**src/rtl/threshold_pkg.sv**
```systemverilog
// Shared mode encodings and fixed-level fractions for the adaptive thresholder.
// Fixed levels sit at 1/5, 2/5, 3/5 and 4/5 of full scale.
package threshold_pkg;

    typedef enum logic [2:0] {
        MODE_FIX20 = 3'd0,
        MODE_FIX40 = 3'd1,
        MODE_FIX60 = 3'd2,
        MODE_FIX80 = 3'd3,
        MODE_PROG  = 3'd4,
        MODE_MEAN  = 3'd5,
        MODE_RSV6  = 3'd6,
        MODE_RSV7  = 3'd7
    } thresh_mode_e;

    localparam int unsigned LEVEL_DEN = 5;

    // floor(MAX*(k+1)/5) with MAX = 2**pixel_w - 1
    function automatic int unsigned fixed_level(input int unsigned pixel_w, input int unsigned k);
        return (((32'd1 << pixel_w) - 32'd1) * (k + 32'd1)) / LEVEL_DEN;
    endfunction

endpackage

```
**src/rtl/frame_mean_acc.sv**
```systemverilog
// Frame pixel counter, running sum and registered mean of the last completed frame.
// The mean register is loaded and the sum cleared on the frame's final accepted pixel.
module frame_mean_acc #(
    parameter int PIXEL_W    = 8,
    parameter int FRAME_LOG2 = 16
) (
    input  logic               clk_i,
    input  logic               rst_n_i,
    input  logic               accept_i,
    input  logic [PIXEL_W-1:0] pixel_i,
    output logic               first_o,
    output logic               last_o,
    output logic [PIXEL_W-1:0] mean_o
);

    localparam int ACC_W = PIXEL_W + FRAME_LOG2;
    localparam logic [FRAME_LOG2-1:0] CNT_ONE   = 1;
    localparam logic [PIXEL_W-1:0]    MEAN_INIT = {1'b1, {(PIXEL_W-1){1'b0}}};

    logic [FRAME_LOG2-1:0] cnt_q, cnt_d;
    logic [ACC_W-1:0]      acc_q, acc_d, acc_sum;
    logic [PIXEL_W-1:0]    mean_q, mean_d;

    assign first_o = (cnt_q == '0);
    assign last_o  = (cnt_q == '1);
    assign mean_o  = mean_q;
    assign acc_sum = acc_q + {{FRAME_LOG2{1'b0}}, pixel_i};

    always_comb begin
        cnt_d  = cnt_q;
        acc_d  = acc_q;
        mean_d = mean_q;
        if (accept_i) begin
            cnt_d = cnt_q + CNT_ONE;
            if (last_o) begin
                acc_d  = '0;
                mean_d = acc_sum[ACC_W-1:FRAME_LOG2];
            end else begin
                acc_d = acc_sum;
            end
        end
    end

    always_ff @(posedge clk_i or negedge rst_n_i) begin
        if (!rst_n_i) begin
            cnt_q  <= '0;
            acc_q  <= '0;
            mean_q <= MEAN_INIT;
        end else begin
            cnt_q  <= cnt_d;
            acc_q  <= acc_d;
            mean_q <= mean_d;
        end
    end

endmodule

```
**src/rtl/adaptive_threshold.sv**
```systemverilog
// Streaming binariser: pixel_out = pixel > T, with T chosen per frame from fixed levels,
// a programmed value or the previous frame's mean. One output register, latency 1.
module adaptive_threshold
    import threshold_pkg::*;
#(
    parameter int PIXEL_W    = 8,
    parameter int FRAME_LOG2 = 16
) (
    input  logic               clk_in,
    input  logic               rst_n_in,
    input  logic [PIXEL_W-1:0] pixel_in,
    input  logic               valid_in,
    output logic               ready_out,
    input  logic [2:0]         thresh_mux,
    input  logic [PIXEL_W-1:0] thresh_prog,
    output logic               pixel_out,
    output logic               valid_out,
    input  logic               ready_in,
    output logic               last_out,
    output logic [PIXEL_W-1:0] mean_out
);

    localparam logic [PIXEL_W-1:0] LEVEL_0 = PIXEL_W'(fixed_level(PIXEL_W, 0));
    localparam logic [PIXEL_W-1:0] LEVEL_1 = PIXEL_W'(fixed_level(PIXEL_W, 1));
    localparam logic [PIXEL_W-1:0] LEVEL_2 = PIXEL_W'(fixed_level(PIXEL_W, 2));
    localparam logic [PIXEL_W-1:0] LEVEL_3 = PIXEL_W'(fixed_level(PIXEL_W, 3));

    // Handshake: a pixel transfers when valid_in && ready_out; the output register
    // can take a new pixel when it is empty or is being drained this cycle.
    logic               accept, first_pix, last_pix;
    thresh_mode_e       mode_q, mode_d, mode_eff;
    logic [PIXEL_W-1:0] prog_q, prog_d, prog_eff, thresh;
    logic               valid_q, valid_d, pix_q, pix_d, last_q, last_d;

    assign ready_out = !valid_q || ready_in;
    assign accept    = valid_in && ready_out;
    assign valid_out = valid_q;
    assign pixel_out = pix_q;
    assign last_out  = last_q;

    frame_mean_acc #(
        .PIXEL_W    (PIXEL_W),
        .FRAME_LOG2 (FRAME_LOG2)
    ) u_mean (
        .clk_i    (clk_in),
        .rst_n_i  (rst_n_in),
        .accept_i (accept),
        .pixel_i  (pixel_in),
        .first_o  (first_pix),
        .last_o   (last_pix),
        .mean_o   (mean_out)
    );

    // The first pixel of a frame already uses the live selection; later pixels use the latch.
    always_comb begin
        mode_eff = first_pix ? thresh_mode_e'(thresh_mux) : mode_q;
        prog_eff = first_pix ? thresh_prog : prog_q;
        thresh   = LEVEL_0;
        case (mode_eff)
            MODE_FIX40: thresh = LEVEL_1;
            MODE_FIX60: thresh = LEVEL_2;
            MODE_FIX80: thresh = LEVEL_3;
            MODE_PROG:  thresh = prog_eff;
            MODE_MEAN:  thresh = mean_out;
            default:    thresh = LEVEL_0;
        endcase
    end

    always_comb begin
        mode_d  = mode_q;
        prog_d  = prog_q;
        valid_d = valid_q;
        pix_d   = pix_q;
        last_d  = last_q;
        if (accept) begin
            if (first_pix) begin
                mode_d = thresh_mode_e'(thresh_mux);
                prog_d = thresh_prog;
            end
            valid_d = 1'b1;
            pix_d   = (pixel_in > thresh);
            last_d  = last_pix;
        end else if (ready_in) begin
            valid_d = 1'b0;
        end
    end

    always_ff @(posedge clk_in or negedge rst_n_in) begin
        if (!rst_n_in) begin
            mode_q  <= MODE_FIX20;
            prog_q  <= '0;
            valid_q <= 1'b0;
            pix_q   <= 1'b0;
            last_q  <= 1'b0;
        end else begin
            mode_q  <= mode_d;
            prog_q  <= prog_d;
            valid_q <= valid_d;
            pix_q   <= pix_d;
            last_q  <= last_d;
        end
    end

endmodule

```
**config.mk**
```make
export PLATFORM = sky130hd
export DESIGN_NAME = adaptive_threshold
export DESIGN_NICKNAME = d
export VERILOG_FILES = /design/src/rtl/threshold_pkg.sv /design/src/rtl/frame_mean_acc.sv /design/src/rtl/adaptive_threshold.sv
export SDC_FILE = /design/constraint.sdc
export NUM_CORES = 1
export LEC_CHECK = 0
export ABC_AREA = 0
export BUFFER_PORTS_ARGS = -buffer_cell sky130_fd_sc_hd__buf_4
export CAP_MARGIN = 25
export CORE_UTILIZATION = 60
export CTS_CLUSTER_DIAMETER = 40
export DETAILED_ROUTE_END_ITERATION = 6
export PLACE_DENSITY_LB_ADDON = 0.08
export REMOVE_ABC_BUFFERS = 1
export SLEW_MARGIN = 10
export SYNTH_ARGS = -nofsm -noshare
export SYNTH_HDL_FRONTEND = slang
export SYNTH_HIERARCHICAL = 1
export SYNTH_SLANG_ARGS = --single-unit
```
**constraint.sdc**
```tcl
create_clock -name clk_in -period 4.3 [get_ports clk_in]
set_input_delay 0.215 -clock clk_in [delete_from_list [all_inputs] [get_ports clk_in]]
set_output_delay 0.215 -clock clk_in [all_outputs]
set_load 0.05 [all_outputs]
```
==> impl_metrics.csv <==
group,metric,value,unit
synth,ys_seq_area_share,40.9,%
timing,skew,0.0119,ns
clock_network,cts_root_buf,"clkbuf_8",
synth,synthCells,390,
cells_and_area,fin_nets,463,
routing,vias_per_cell,6.08,
cells_and_area,final_util,71.0,%
critical_path,reg2reg_from,"u_mean/cnt_q[0]",
hold_path,worst_hold_path_type,"input pin to register",
power,p_clk_share,22.5,%
synth,ys.flop_type,"dfrtp_1",
outcome,outcome,"complete, no violations",
timing,fin_crit_sh,91.0,%
timing,holdWs,0.0802,ns
critical_path,r2r_end,"pixel_out",
critical_path,crit_slowest_cell,"and4_1",
grt,grt_pass1_wl,13500,um
die,die_w,81.5,um
power,intPower,0.00152,W
timing,fmax,256,MHz
clock_network,clock_sinks,62,
grt,overflow,0,
critical_path,slowest_delay,0.48,ns
place,place_ws,0.455,ns
critical_path,rrSetupSlack,0.39,ns
die,die_h,81.5,um
grt,antenna_found_initial,0,
power,power.leakage,1.91,nW
critical_path,crit_buf_inv,2,
clock_network,cts_tree,"done",
synth,ys_async_sr_fraction,100,%
routing,vias,3042,
synth,avgSynthCellArea,9.73,um^2
timing,setup_viol,0,
synth,synth-edff-count,0,
clock_network,cts_made_buffers,9,
cells_and_area,regArea,1550,um^2
power,switching_share,40.3,%
timing,setup_slack,0.388,ns
critical_path,reg2reg_depth,15,
hold_path,holdPathStages,3,
synth,yosys.cell_types.count,63,
clock_network,cts.htree.levels,3,
critical_path,path_class,"register to register",
die,start_util,63.0,%
hold_path,min-delay-start,"valid_in",
place,globalplace.congestion,0.847,
critical_path,start_kind,"register",
routing,drtAntennaViolNets,0,
power,power.share.sequential,33.1,%
critical_path,cpMostUsedCell,"ha_1",
grt,track_usage,27.4,%
clock_network,worst_skew_pair.late_latency,0.34,ns
critical_path,cp.required,4.51,ns
critical_path,critPathCaptureType,"register",
power,peakVddDrop,401,uV
die,dieArea,6640,um^2
hold_path,min_to,"valid_out",
timing,tns,0,ns
timing,rsz0062_at_grt,"no",
routing,drt_pass1_iterations,4,
timing,finalWorstPathRequiredPeriod,3.91,ns
synth,ys_ff_latch,62,
critical_path,cp_max_fo,11,
die,rows,28,
routing,drt_iter0_drc,171,
cells_and_area,multi_input_area,2080,um^2
routing,wirelength,8360,um
synth,syn_area,3790,um^2
grt,grt_max_degree,63,
cells_and_area,drive_gt1_share,16.9,%
timing,timing.slew.headroom,35.1,%
routing,post-route-drc-count,0,
power,combPwrFrac,44.4,%
clock_network,cts_setup_buffers,0,
timing,drv_slew,0,
power,p_per_area,593,nW/um^2
place,hpwl,5980,um
grt,grt_pass1_vias,2891,
clock_network,cts_buffer_depth,2,
place,port_buffers,34,
critical_path,crit_family,"simple AND/OR/NAND/NOR gates",
power,p_switching,0.00102,W
cells_and_area,fill_cells,481,
timing,hold_viol_final,0,
cells_and_area,antenna_cells,0,
die,core,6030,um^2
synth,yosysWarnings,6,
clock_network,clk_pin_slew_worst_paths,0.07,ns
routing,routedWlPerCell,16.7,um
cells_and_area,synthToLayoutAreaGrowth,12.8,%
timing,tightest_slew,0.970,ns
die,io_pins,35,
critical_path,cp_cell_sequence,"inv_1 -> ha_1 -> nor4b_1 -> and4_1 -> mux2_2 -> inv_1 -> ha_1 -> o31ai_1 -> nand2_1 -> a21boi_0 -> ha_1 -> nand4_1 -> or3b_2 -> o22ai_1 -> a21oi_1",
job,drv_cap,0,
critical_path,cp_data_arrival_time,4.12,ns
-- cells in the mapped netlist, drive strengths merged (2+ instances only) --
cell	instances	area, um^2
nand2b	2	12.5
nand3	10	50.1
a21boi	2	15.0
nor4	5	31.3
nand2	47	179
and4	5	46.3
and2	2	12.5
o2bb2ai	5	43.8
mux2	6	71.3
nand4	12	75.1
a21o	6	47.6
o21a	3	22.5
xor2	10	87.6
a211oi	11	82.6
o21ai	30	150
o22ai	2	26.3
or3	4	25.0
and3	5	31.3
ha	19	238
o31ai	4	30.0
nand3b	2	15.0
dfrtp	61	1530
mux2i	11	126
a2111oi	7	80.1
a21oi	14	70.1
a22o	5	43.8
o211ai	3	22.5
clkbuf	11	42.5
xnor2	22	193
a211o	3	26.3
nor2	22	82.6
inv	14	52.6
buf	6	58.8
nor3	4	20.0
-- power by group through the flow --
stage,clock (W),combinational [W],sequential [W]
global placement,0,0.00107,0.000839
global route,0.000607,0.00125,0.000858
floorplan,0,0.000846,0.000835
CTS,0.000584,0.00112,0.000837
detailed placement,0,0.00111,0.000848
finish,0.000570,0.00113,0.000839
-- what timing repair did --
action | CTS | global route
endpoints found under the hold margin | 61 | 0
gates resized for setup | 0 | 0
hold buffers | 1 | 0
-- worst max-delay path by stage --
stage / from / slack (ns) / depth (start not counted) / to
detailed placement: u_mean/cnt_q[0] / 0.45 / 15 / pixel_out
global route: u_mean/cnt_q[0] / 0.12 / 14 / pixel_out
floorplan: u_mean/cnt_q[0] / 0.55 / 14 / pixel_out
CTS: u_mean/cnt_q[0] / 0.42 / 15 / pixel_out
finish: u_mean/cnt_q[0] / 0.39 / 15 / pixel_out
global placement: u_mean/cnt_q[0] / 0.60 / 14 / pixel_out
-- cell families (layout without fill, tap and decap cells) --
family / count (synthesis) / in the layout / share of synthesized area, %
buffers and inverters: 32 / 67 / 4.16
multiplexers: 17 / 17 / 5.21
AO/OA/AOI/OAI: 102 / 102 / 19.1
adder cells (fa/ha/maj): 20 / 20 / 6.79
AND/OR/NAND/NOR: 125 / 125 / 16.4
flip-flops: 62 / 62 / 40.9
XOR/XNOR: 32 / 32 / 7.39
-- cell type report --
class / count / area share (%)
multi-input combinational: 296 / 48.7
sequential: 62 / 36.3
timing repair buffer: 36 / 6.37
clock buffer: 9 / 2.89
clock inverter: 7 / 2.28
tap: 75 / 2.19
inverter: 15 / 1.32
-- metrics by stage --
stage	area (um^2)	power [W]	instances
2_1_floorplan	3690	0.00168	373
3_3_place_gp	4050	0.00191	483
3_5_place_dp	4050	0.00196	483
4_1_cts	4280	0.00254	500
5_1_grt	4280	0.00272	500
6_report	4280	0.00254	500
-- cell usage in the layout, fill, tap and decap left out, drive strengths merged, types with 3 or more instances in the layout --
master   count
nor4         5
o21ai       30
o2bb2ai      5
clkinv       3
nor2        22
o31ai        4
dfrtp       61
xnor2       22
a21oi       14
a211oi      11
ha          19
mux2i       11
a2111oi      7
inv         15
xor2        10
nand3       10
mux2         6
nand4       12
or3          4
nand2       47
a21o         6
and3         5
a22o         5
nor3         4
and4         5
o211ai       3
buf         35
clkbuf       9
o21a         3
a211o        3
-- routing by layer --
metal / GRT usage (%) / vias to the layer above / wire (um)
met5: 0 / - / 0
met4: 12.7 / 0 / 186
met3: 3.78 / 17 / 252
met2: 44.5 / 64 / 3970
met1: 36.2 / 1472 / 3950
li1: - / 1489 / -
-- registers in the layout, indices dropped and copies added, names as in the netlist --
| register | cells |
|---|---|
| u_mean/mean_o | 8 |
| u_mean/acc_q | 24 |
| valid_out | 1 |
| pixel_out | 1 |
| last_out | 1 |
| u_mean/cnt_q | 16 |
| prog_q | 8 |
| mode_q | 3 |
-- tightest hold or removal path, stage by stage --
cell and delay (ns):
buf_4 0.08, inv_1 0.04, nand2_1 0.05
No activity file was read; power rests on OpenSTA's default activity.
